<file path="src/rtl/ps2_key_decoder.sv">
// PS/2 set-2 scancode decoder: folds E0/F0 prefixes into make/break events,
// queues them in a FWFT FIFO and tracks a held-key bitmap for a configured key set.
module ps2_key_decoder #(
  parameter int                    FIFO_DEPTH      = 8,
  parameter int                    NUM_KEYS        = 4,
  parameter logic [9*NUM_KEYS-1:0] KEYMAP          = {9'h174, 9'h16B, 9'h172, 9'h175},
  parameter int                    SUPPRESS_REPEAT = 1,
  parameter int                    TIMEOUT_CYCLES  = 2500000
) (
  input  logic                          clk,
  input  logic                          resetn,
  input  logic                          key_en,
  input  logic [7:0]                    key_data,
  output logic                          evt_valid,
  input  logic                          evt_ready,
  output logic [7:0]                    evt_code,
  output logic                          evt_ext,
  output logic                          evt_make,
  output logic [$clog2(FIFO_DEPTH):0]   fifo_count,
  output logic                          overflow,
  input  logic                          clr_overflow,
  output logic                          seq_timeout,
  output logic [NUM_KEYS-1:0]           key_held,
  output logic [7:0]                    last_code,
  output logic                          last_make,
  output logic                          last_ext,
  output logic [1:0]                    dbg_state
);

  localparam int AW = $clog2(FIFO_DEPTH);
  localparam int CW = AW + 1;
  localparam int TW = (TIMEOUT_CYCLES > 2) ? $clog2(TIMEOUT_CYCLES) : 1;
  localparam logic [CW-1:0] FULL_COUNT = CW'(FIFO_DEPTH);
  localparam logic [TW-1:0] TMO_LAST   = TW'(TIMEOUT_CYCLES - 1);

  typedef enum logic [1:0] {
    S_IDLE    = 2'd0,
    S_EXT     = 2'd1,
    S_BRK     = 2'd2,
    S_EXT_BRK = 2'd3
  } state_t;

  state_t        state, state_nx;
  logic [TW-1:0] tmo_cnt;
  logic          dropped;
  logic          emit, emit_ext, emit_make;
  logic [NUM_KEYS-1:0] match;
  logic          suppress, push, push_ok, pop, full;

  logic [9:0]    mem [FIFO_DEPTH];
  logic [AW-1:0] wr_ptr, rd_ptr;
  logic [CW-1:0] count;

  // Acks, BAT results, echo, pause prefix and error bytes carry no key meaning.
  always_comb begin
    dropped = 1'b0;
    case (key_data)
      8'hFA, 8'hFE, 8'hAA, 8'hEE, 8'hE1, 8'h00, 8'hFF: dropped = 1'b1;
      default: dropped = 1'b0;
    endcase
  end

  always_comb begin
    state_nx  = state;
    emit      = 1'b0;
    emit_ext  = 1'b0;
    emit_make = 1'b0;
    if (key_en) begin
      if (key_data == 8'hE0) begin
        state_nx = S_EXT;
      end else if (key_data == 8'hF0) begin
        state_nx = (state == S_EXT) ? S_EXT_BRK : S_BRK;
      end else begin
        state_nx = S_IDLE;
        if (!dropped) begin
          emit      = 1'b1;
          emit_ext  = (state == S_EXT) || (state == S_EXT_BRK);
          emit_make = (state == S_IDLE) || (state == S_EXT);
        end
      end
    end
  end

  always_comb begin
    match = '0;
    for (int i = 0; i < NUM_KEYS; i++) begin
      match[i] = (KEYMAP[9*i +: 9] == {emit_ext, key_data});
    end
  end

  // A make for a tracked key that is already down is a typematic repeat.
  assign suppress = (SUPPRESS_REPEAT != 0) && emit_make && (|(match & key_held));
  assign push     = emit && !suppress;

  assign evt_valid  = (count != '0);
  assign full       = (count == FULL_COUNT);
  assign pop        = evt_valid && evt_ready;
  assign push_ok    = push && (!full || pop);
  assign {evt_ext, evt_make, evt_code} = mem[rd_ptr];
  assign fifo_count = count;
  assign dbg_state  = state;

  always_ff @(posedge clk or negedge resetn) begin
    if (!resetn) begin
      state       <= S_IDLE;
      tmo_cnt     <= '0;
      seq_timeout <= 1'b0;
      key_held    <= '0;
      last_code   <= 8'h00;
      last_make   <= 1'b0;
      last_ext    <= 1'b0;
      overflow    <= 1'b0;
    end else begin
      seq_timeout <= 1'b0;
      if (key_en) begin
        state   <= state_nx;
        tmo_cnt <= '0;
      end else if (state != S_IDLE) begin
        if (tmo_cnt == TMO_LAST) begin
          state       <= S_IDLE;
          tmo_cnt     <= '0;
          seq_timeout <= 1'b1;
        end else begin
          tmo_cnt <= tmo_cnt + TW'(1);
        end
      end
      if (emit) begin
        last_code <= key_data;
        last_make <= emit_make;
        last_ext  <= emit_ext;
        for (int i = 0; i < NUM_KEYS; i++) begin
          if (match[i]) key_held[i] <= emit_make;
        end
      end
      if (push && !push_ok) begin
        overflow <= 1'b1;
      end else if (clr_overflow) begin
        overflow <= 1'b0;
      end
    end
  end

  // On a full FIFO with a pop, wr_ptr equals rd_ptr: the popped slot is reused.
  always_ff @(posedge clk or negedge resetn) begin
    if (!resetn) begin
      wr_ptr <= '0;
      rd_ptr <= '0;
      count  <= '0;
      for (int i = 0; i < FIFO_DEPTH; i++) mem[i] <= '0;
    end else begin
      if (push_ok) begin
        mem[wr_ptr] <= {emit_ext, emit_make, key_data};
        wr_ptr      <= wr_ptr + AW'(1);
      end
      if (pop) rd_ptr <= rd_ptr + AW'(1);
      case ({push_ok, pop})
        2'b10:   count <= count + CW'(1);
        2'b01:   count <= count - CW'(1);
        default: count <= count;
      endcase
    end
  end

endmodule

</file>
<file path="config.mk">
export PLATFORM = sky130hd
export DESIGN_NAME = ps2_key_decoder
export DESIGN_NICKNAME = d
export VERILOG_FILES = /design/src/rtl/ps2_key_decoder.sv
export SDC_FILE = /design/constraint.sdc
export NUM_CORES = 1
export LEC_CHECK = 0
export BUFFER_PORTS_ARGS = -buffer_cell sky130_fd_sc_hd__buf_2
export CORE_AREA = 4 4 132 134
export CTS_BUF_LIST = sky130_fd_sc_hd__clkbuf_4
export DETAILED_ROUTE_END_ITERATION = 7
export DIE_AREA = 0 0 136 138
export SLEW_MARGIN = 20
export SYNTH_ARGS = -nofsm -noshare
export SYNTH_HDL_FRONTEND = slang
export SYNTH_SLANG_ARGS = --single-unit
</file>
<file path="constraint.sdc">
create_clock -name clk -period 3.75 [get_ports clk]
set_input_delay 0.75 -clock clk [delete_from_list [all_inputs] [get_ports clk]]
set_output_delay 0.75 -clock clk [all_outputs]
set_load 0.03 [all_outputs]
</file>
==> impl_results.md <==
* Yosys Warn Count at 0
* RSZ-0062 raised after global routing: false
* Most common cell in the netlist: dfrtp_1
* Clock Sinks at 130
* Setup TNS at 0 ns
* Area contributors post-synth: dfrtp_1 51%, mux2_2 12%, mux4_2 7.0%
* Post-Syn Instances at 519
* Netlist Area Pre-Place at 6430 um^2
* Seq/Total Area, Yosys at between 50% and 60%
* WL/cell at 18.00 um
* # IOs at 46
* Distinct cell type count after synthesis at 58
* Status: complete, no violations
* Crit path kind: reg -> out
* Inserted Diodes at 0
* Syn-to-layout area delta at 12.77%
* Final Max Slew Viols at 0
* Startpoint types: flop
* WP data required at 3.00 ns
* Global-route wire length before repair at 23980 um
* Layout cells sized above 1 at 36.14%
* DR iter-0 viols at 240
* Grt ovf at 0
* Crit path max fanout at 22
* Post-synth EDFFs at 0
* Critical Path Sink Type: primary output
* Hold Vio Cnt, Final at 0
* Largest net degree at the start of global routing at 68
* Antenna Nets Post-Route at 0
* Clock Skew at approximately 0.013 ns
* Post-DP HPWL at 9776 um
* Post-CTS Hold Fix Bufs at 0
* Final core occ at roughly 45%
* Hold Crit Class: in -> async
* Synth Flop Type: dfrtp_1
* Final setup fails at 0
* Tcrit/Tclk final at 81.89%
* Postcts setup bufs at 0
* CP arrival at 2.32 ns
* Minimum clock period at just over 3 ns
* Initial antenna violation count at 0
* FILL cells at 1517
* Actual slew at the worst max-slew pin at 0.7920 ns
* Htree depth at 4
* Nets at between 500 and 600
* Maximum buffer depth of the clock tree at 2
* CTS tree: built
* Root Driver: clkbuf_4
* Core area at 16290 um^2
* First-pass DRT Iterations at 4
* Dpl cell area at 6957 um^2
* Synth cell count leaders: 130 x dfrtp_1, 67 x mux2_2, 41 x nand2_1
* Pleak at 3.200 nW
* Pwr Density at ~710 nW/um^2
* Post-route cell area at 7251 um^2
* Worst-path clk slew at 0.12 ns
* VDD IR max at 0.0002098 V
* Post-Route WL at 14420 um
* Clock latency reported for the late side of the worst-skew pair at 0.52 ns
* Die height at 138 um
* Synth top area share at between 50% and 60%
* Vias per cell at 5.238
* Post-synth top area cell: dfrtp_1
* Mean Syn Cell Area at 12.39 um^2
* Post-CTS sizing at 0
* Post-synth ARST share at 100.0%
* Slew Limit Headroom at 46.80%
* Overall Global Routing Usage at between 10% and 20%
* # rows at 47
* Seq cells post-synth at 130
* Num CTS Buffers at 17
* Die footprint at 18770 um^2
* Via count at ~4200
* Syn Nets at 539
* Vias in the first global route at 4494
* Initial Util at between 30 and 40%
* DR DRC count at 0
* Max-cap viol count at 0
* Port Buffers at 45
* Die Wd at 136 um
* Max Freq at between 300 and 400 MHz
* RePlAce Congestion at just over 0.8
state kept, by name, summed over array words and instances, names as in the netlist:
register and cells:
fifo_count 4, mem 80, last_make 1, last_code 8, wr_ptr 3, overflow 1
last_ext 1, seq_timeout 1, dbg_state 2, rd_ptr 3, tmo_cnt 22, key_held 4
worst paths after layout:
check	start	end	slack [ns]	depth (start not counted)
worst max-delay path	rd_ptr[0]	evt_code[2]	0.68	4
worst min-delay path	resetn	mem[67]	0.22	1
worst max register to register	dbg_state[0]	mem[35]	1.20	8
worst min register to register	last_make	last_make	0.50	2
max in group asynchronous	resetn	key_held[3]	2.79	2
min in group clk	clr_overflow	overflow	0.41	2
logic make-up after synthesis:
group	count (synthesis)	synth area share (%)
xor gates and xnor gates	14	1.907
AOI/OAI and AO/OA	51	5.138
buffers and inverters	57	3.833
DFF	130	50.59
adders and majority gates	8	1.654
and+or+nand+nor	139	11.54
muxes	120	25.34
per-layer routing:
metal | track usage [%] | vias to the layer above | wire length [um]
met3 | 3.307 | 7 | 785
met5 | 0 | - | 0
met1 | 22.72 | 2136 | 6547
met2 | 25.95 | 86 | 7009
met4 | 4.775 | 0 | 76
li1 | - | 1967 | -
critical path, stage by stage, from the launching register on:
cell	delay [ns]
dfrtp_1	0.34
buf_4	0.40
mux4_2	0.56
mux2_2	0.32
buf_2	0.19
cell usage in the layout (no fill, tap or decap), types with 3 or more instances in the layout:
| cell type | instances |
|---|---|
| dfrtp_1 | 130 |
| mux2_2 | 67 |
| buf_2 | 44 |
| nand2_1 | 41 |
| nor2_1 | 31 |
| inv_1 | 21 |
| mux4_2 | 20 |
| buf_4 | 19 |
| mux2_4 | 18 |
| clkbuf_4 | 17 |
| o21ai_0 | 16 |
| mux2i_1 | 12 |
| a21oi_1 | 11 |
| nor3_1 | 9 |
| xnor2_1 | 9 |
| nand3_1 | 8 |
| nor4_1 | 8 |
| nand4_1 | 6 |
| ha_1 | 6 |
| or3_1 | 5 |
| xor2_1 | 5 |
| o31ai_1 | 4 |
| clkinv_2 | 4 |
| nor4b_1 | 3 |
| and3_1 | 3 |
| a21o_1 | 3 |
| a22o_1 | 3 |
| mux2_1 | 3 |
| bufinv_16 | 3 |
| clkinvlp_4 | 3 |
report_power, final:
part           internal (W)  switching (W)
sequential          0.00183       0.000303
combinational       0.00105       0.000983
clock              0.000456       0.000528
total               0.00334        0.00181
area by class of cell:
cell class / instances / area (um^2) / share of cell area, %
clock buffers: 17 / 127.6 / 1.760
clock inverters: 15 / 166.4 / 2.295
inverters: 22 / 82.58 / 1.139
multi-input cells: 332 / 2943 / 40.59
flip-flops and latches: 130 / 3253 / 44.87
well taps: 220 / 275.3 / 3.796
repair buffers: 65 / 402.9 / 5.557
through the flow:
step / std cells / hold slack, ns / total power [W] / worst slack, ns
2_1_floorplan: 519 / 0.4447 / 0.003661 / 0.5936
3_3_place_gp: 769 / 0.4599 / 0.004179 / 0.3907
3_5_place_dp: 769 / 0.4684 / 0.004233 / 0.3228
4_1_cts: 801 / 0.1792 / 0.005241 / 0.5747
5_1_grt: 801 / 0.2054 / 0.005493 / 0.5068
6_report: 801 / 0.2190 / 0.005153 / 0.6791
(Power assumes the default switching activity.)
